--- src/rtl/instr_sequencer.sv ---
// Multi-cycle control sequencer for the 16-bit core: fetch, decode gating,
// ALU start/done handshake with timeout, and one-cycle write-back strobes.
module instr_sequencer #(
  parameter int unsigned PC_W        = 8,
  parameter int unsigned ALU_TIMEOUT = 15
) (
  input  logic            clk,
  input  logic            rst,
  input  logic            start,
  output logic            imem_req,
  output logic [PC_W-1:0] imem_addr,
  input  logic            imem_ack,
  input  logic [15:0]     imem_rdata,
  output logic [15:0]     ir,
  input  logic [3:0]      opcode,
  input  logic            cond_code_success,
  output logic            alu_start,
  input  logic            alu_done,
  output logic            rf_we,
  output logic            flag_we,
  output logic [PC_W-1:0] pc,
  output logic [15:0]     retired,
  output logic            busy,
  output logic            halted,
  output logic            err
);

  localparam int unsigned WAIT_W = 8;
  localparam logic [3:0]  OP_HALT = 4'b1111;
  localparam logic [3:0]  OP_JUMP = 4'b1100;
  localparam logic [3:0]  OP_CMP  = 4'b1110;

  typedef enum logic [2:0] {
    S_IDLE,
    S_FETCH,
    S_DECODE,
    S_EXEC,
    S_WB,
    S_HALT,
    S_ERROR
  } state_t;

  state_t              state, state_nxt;
  logic [PC_W-1:0]     pc_nxt;
  logic [15:0]         ir_nxt;
  logic [15:0]         retired_nxt;
  logic [WAIT_W-1:0]   wait_cnt, wait_nxt;
  logic                is_cmp, is_cmp_nxt;

  // State and datapath registers
  always_ff @(posedge clk) begin
    if (rst) begin
      state    <= S_IDLE;
      pc       <= '0;
      ir       <= '0;
      retired  <= '0;
      wait_cnt <= '0;
      is_cmp   <= 1'b0;
    end else begin
      state    <= state_nxt;
      pc       <= pc_nxt;
      ir       <= ir_nxt;
      retired  <= retired_nxt;
      wait_cnt <= wait_nxt;
      is_cmp   <= is_cmp_nxt;
    end
  end

  // Next-state logic; alu_start depends only on decoder outputs driven from ir
  always_comb begin
    state_nxt   = state;
    pc_nxt      = pc;
    ir_nxt      = ir;
    retired_nxt = retired;
    wait_nxt    = wait_cnt;
    is_cmp_nxt  = is_cmp;
    alu_start   = 1'b0;

    case (state)
      S_IDLE: begin
        if (start) state_nxt = S_FETCH;
      end
      S_FETCH: begin
        if (imem_ack) begin
          ir_nxt    = imem_rdata;
          pc_nxt    = pc + PC_W'(1);
          state_nxt = S_DECODE;
        end
      end
      S_DECODE: begin
        if (!cond_code_success) begin
          retired_nxt = retired + 16'd1;
          state_nxt   = S_FETCH;
        end else if (opcode == OP_HALT) begin
          retired_nxt = retired + 16'd1;
          state_nxt   = S_HALT;
        end else if (opcode == OP_JUMP) begin
          pc_nxt      = PC_W'(ir[6:0]);
          retired_nxt = retired + 16'd1;
          state_nxt   = S_FETCH;
        end else begin
          alu_start  = 1'b1;
          wait_nxt   = '0;
          is_cmp_nxt = (opcode == OP_CMP);
          state_nxt  = S_EXEC;
        end
      end
      S_EXEC: begin
        if (alu_done) begin
          state_nxt = S_WB;
        end else begin
          wait_nxt = wait_cnt + WAIT_W'(1);
          if (wait_cnt == WAIT_W'(ALU_TIMEOUT - 1)) state_nxt = S_ERROR;
        end
      end
      S_WB: begin
        retired_nxt = retired + 16'd1;
        state_nxt   = S_FETCH;
      end
      S_HALT:  state_nxt = S_HALT;
      S_ERROR: state_nxt = S_ERROR;
      default: state_nxt = S_IDLE;
    endcase
  end

  // Outputs decoded from the state register
  assign imem_req  = (state == S_FETCH);
  assign imem_addr = pc;
  assign flag_we   = (state == S_WB);
  assign rf_we     = (state == S_WB) && !is_cmp;
  assign busy      = (state == S_FETCH) || (state == S_DECODE) ||
                     (state == S_EXEC)  || (state == S_WB);
  assign halted    = (state == S_HALT);
  assign err       = (state == S_ERROR);

endmodule

--- config.mk ---
export PLATFORM = sky130hd
export DESIGN_NAME = instr_sequencer
export DESIGN_NICKNAME = d
export VERILOG_FILES = /design/src/rtl/instr_sequencer.sv
export SDC_FILE = /design/constraint.sdc
export NUM_CORES = 1
export LEC_CHECK = 0
export BUFFER_PORTS_ARGS = -buffer_cell sky130_fd_sc_hd__buf_2
export CORE_ASPECT_RATIO = 1.75
export CORE_UTILIZATION = 55
export DETAILED_ROUTE_END_ITERATION = 6
export PLACE_DENSITY = 0.84
export SYNTH_ARGS = -nofsm -noshare
export SYNTH_HDL_FRONTEND = slang
export SYNTH_SLANG_ARGS = --single-unit
export TNS_END_PERCENT = 5
--- constraint.sdc ---
create_clock -name clk -period 3 [get_ports clk]
set_clock_uncertainty 0.1 [all_clocks]
set_input_delay 0 -clock clk [delete_from_list [all_inputs] [get_ports clk]]
set_output_delay 0 -clock clk [all_outputs]
set_load 0.005 [all_outputs]
==> impl_metrics.env <==
export IMPL_drt_iter0_drc=82
export IMPL_antenna_found_initial=0
export IMPL_yosysMostFrequentCell="dfxtp_1"
export IMPL_cp_max_fo=14
export IMPL_synth_common_cells="dfxtp_1, a21oi_1, nand2_1, nand3_1, clkbuf_1"
export IMPL_drive_gt1_share_pct=24.51
export IMPL_dieWidth_um=54.92
export IMPL_synth_edff_count=0
export IMPL_fin_tns_setup_ns=0
export IMPL_drv_cap=0
export IMPL_cts_tree="yes"
export IMPL_rsz0062_at_grt="no"
export IMPL_syn_avg_cell_area_sq_um=8.069
export IMPL_nNetsFinal=442
export IMPL_worstMarginPinSlew_ns=0.6914
export IMPL_routed_via_density=6.097
export IMPL_worst_setup_path_type="flop to flop"
export IMPL_drt_pass1_iter_count=4
export IMPL_cts_htree_levels=2
export IMPL_clkTransAtPathRegs_ns=0.09
export IMPL_io_pins=81
export IMPL_grt_pass1_wl_um=10960
export IMPL_status="finished clean"
export IMPL_hp_class="input pin to flop"
export IMPL_peakVddDrop_mv=0.4039
export IMPL_worstHoldStart="imem_ack"
export IMPL_cts_root_buf="clkbuf_8"
export IMPL_clock_latency_ns=0.30
export IMPL_yosys_area_top_type="dfxtp_1"
export IMPL_via_count=2829
export IMPL_finalSetupViolations=0
export IMPL_grt_pass1_vias=2547
export IMPL_synth_seq_area_share_pct=38.63
export IMPL_drtAntennaViolNets=0
export IMPL_p_per_area_nw_per_um2=384.5
export IMPL_cts_sinks=52
export IMPL_dp_hpwl_um=4611
export IMPL_cts_path_max_buffers=2
export IMPL_grt_max_degree=53
export IMPL_async_flop_share_pct=0
export IMPL_track_usage_pct=27.59
export IMPL_crit_path_end_kind="flop"
export IMPL_place_congestion=0.7641
export IMPL_synth_area_top_cells="dfxtp_1, a21oi_1, nand2_1, nand3_1, clkbuf_1"
export IMPL_synthesis_nets=364
export IMPL_finalMaxSlewViolations=0
export IMPL_yosysTopAreaCellShare_pct=38.63
export IMPL_multi_input_area_sq_um=1471
export IMPL_io_buffers=80
export IMPL_yosysUniqueCellTypes=47
export IMPL_final_hold_viol_count=0
export IMPL_ys_warnings_count=0
export IMPL_fillers=393
export IMPL_period_minus_slack_ns=2.388
export IMPL_crit_family="simple AND/OR/NAND/NOR gates"
export IMPL_startpoint_type="flop"
export IMPL_fin_util_pct=70.23
export IMPL_finalCritPeriodShare_pct=79.59
export IMPL_antenna_cells=0
export IMPL_setup_ws_ns=0.6123
export IMPL_area_growth_pct=22.66
export IMPL_slew_headroom_pct=53.40
export IMPL_dpl_worst_slack_ns=0.6535
export IMPL_drc=0
export IMPL_arrival_ns=2.48
export IMPL_dieHeight_um=94.60
export IMPL_synth_cell_area_sq_um=2695
export IMPL_seq_area_sq_um=1041
export IMPL_fmax_mhz=418.8
export IMPL_start_util_pct=57.26
export IMPL_rows=33
export IMPL_crit_path_start="state[2]"
export IMPL_ys_ff_latch=52
export IMPL_synthFlopType="dfxtp_1"
export IMPL_power_total_mw=1.271
export IMPL_critPathBufInv=0
export IMPL_die_area_sq_um=5195
export IMPL_netlist_instances=334
export IMPL_total_leakage_power_nw=1.375
export IMPL_numCtsBuffers=5
export IMPL_cp_slowest_cell="or4b_1"
export IMPL_cp_required_ns=3.09
export IMPL_totalWireLength_um=6874
export IMPL_cp_slowest_stage_delay_ns=0.64
export IMPL_timing_rr_start="state[2]"
export IMPL_crit_chain="xor2_1 > or4b_1 > nor4b_2 > mux2_1"
export IMPL_grt_overflow=0
export IMPL_detail_route_wl_per_cell_um=14.81
export IMPL_core_sq_um=4707
worst reg2reg max path: stages (launching register included):
cell     delay, ns
dfxtp_1       0.61
xor2_1        0.30
or4b_1        0.64
nor4b_2       0.29
mux2_1        0.34
final cells by class:
cell class                 count  share of cell area [%]
multi-input combinational    243                   44.51
sequential                    52                   31.49
timing repair buffer         103                   18.77
clock buffer                   5                   2.082
tap                           52                   1.968
inverter                       7                  0.7949
clock inverter                 2                  0.3785
through the flow:
step                      instances  hold slack (ns)  area, sq um
after global placement          438           0.1398         3034
after global routing            464          0.08161         3306
final                           464          0.04478         3306
after floorplan                 334          0.03597         2695
after CTS                       464          0.03962         3306
after detailed placement        438           0.1492         3034
routing by layer:
metal	track usage (%)	share of wire (%)	up-vias
met3	5.958	6.0	11
met5	0	0	-
li1	-	-	1371
met4	9.792	1.5	0
met1	28.46	38	1342
met2	51.10	55	105
cell families after synthesis:
kind of cell / share of synthesized area [%]
multiplexers: 3.853
AND/OR/NAND/NOR: 28.23
AO/OA/AOI/OAI: 20.01
flip-flops: 38.63
XOR/XNOR: 0.6501
adder cells (fa/ha/maj): 1.857
buffers and inverters: 6.778
timing repair:
| action | CTS | global route |
|---|---|---|
| hold buffers | 19 | 0 |
| setup buffers | 0 | 0 |
| hold endpoints to repair | 18 | 0 |
| resized for setup | 0 | 0 |
worst paths after layout:
check	end	slack (ns)	cells past startpoint
hold reg to reg	ir[13]	0.36	2
hold / removal	state[0]	0.04	4
setup / recovery	retired[15]	0.61	4
setup reg to reg	retired[15]	0.61	4
cells in the final DEF, fill, tap and decap left out, types with 3 or more instances in the layout:
cell type / instances
buf_2: 80
dfxtp_1: 52
a21oi_1: 43
nand2_1: 40
nand3_1: 20
dlygate4sd3_1: 19
nor2_1: 17
o21ai_0: 12
and3_1: 9
or3_1: 8
mux2i_1: 7
o31ai_1: 7
or4_1: 7
inv_1: 6
nor4_1: 5
and2_1: 5
clkbuf_8: 5
nand2b_1: 4
nor3b_1: 4
a31oi_1: 4
or2_2: 4
o41ai_1: 4
ha_1: 4
buf_4: 4
nand4bb_1: 3
nor3_1: 3
a211oi_1: 3
o311ai_0: 3
nand4_1: 3
where the power goes:
group,internal [mW],total (mW),switching (mW)
sequential,0.705,0.724,0.0190
clock,0.158,0.383,0.224
combinational,0.0769,0.164,0.0870
total,0.941,1.27,0.330
registers in the layout, indices dropped and copies added (netlist names):
| register | cells |
|---|---|
| imem_addr | 8 |
| ir | 16 |
| is_cmp | 1 |
| retired | 16 |
| state | 3 |
| wait_cnt | 8 |
Note: power is estimated with default switching activity, not from simulation.
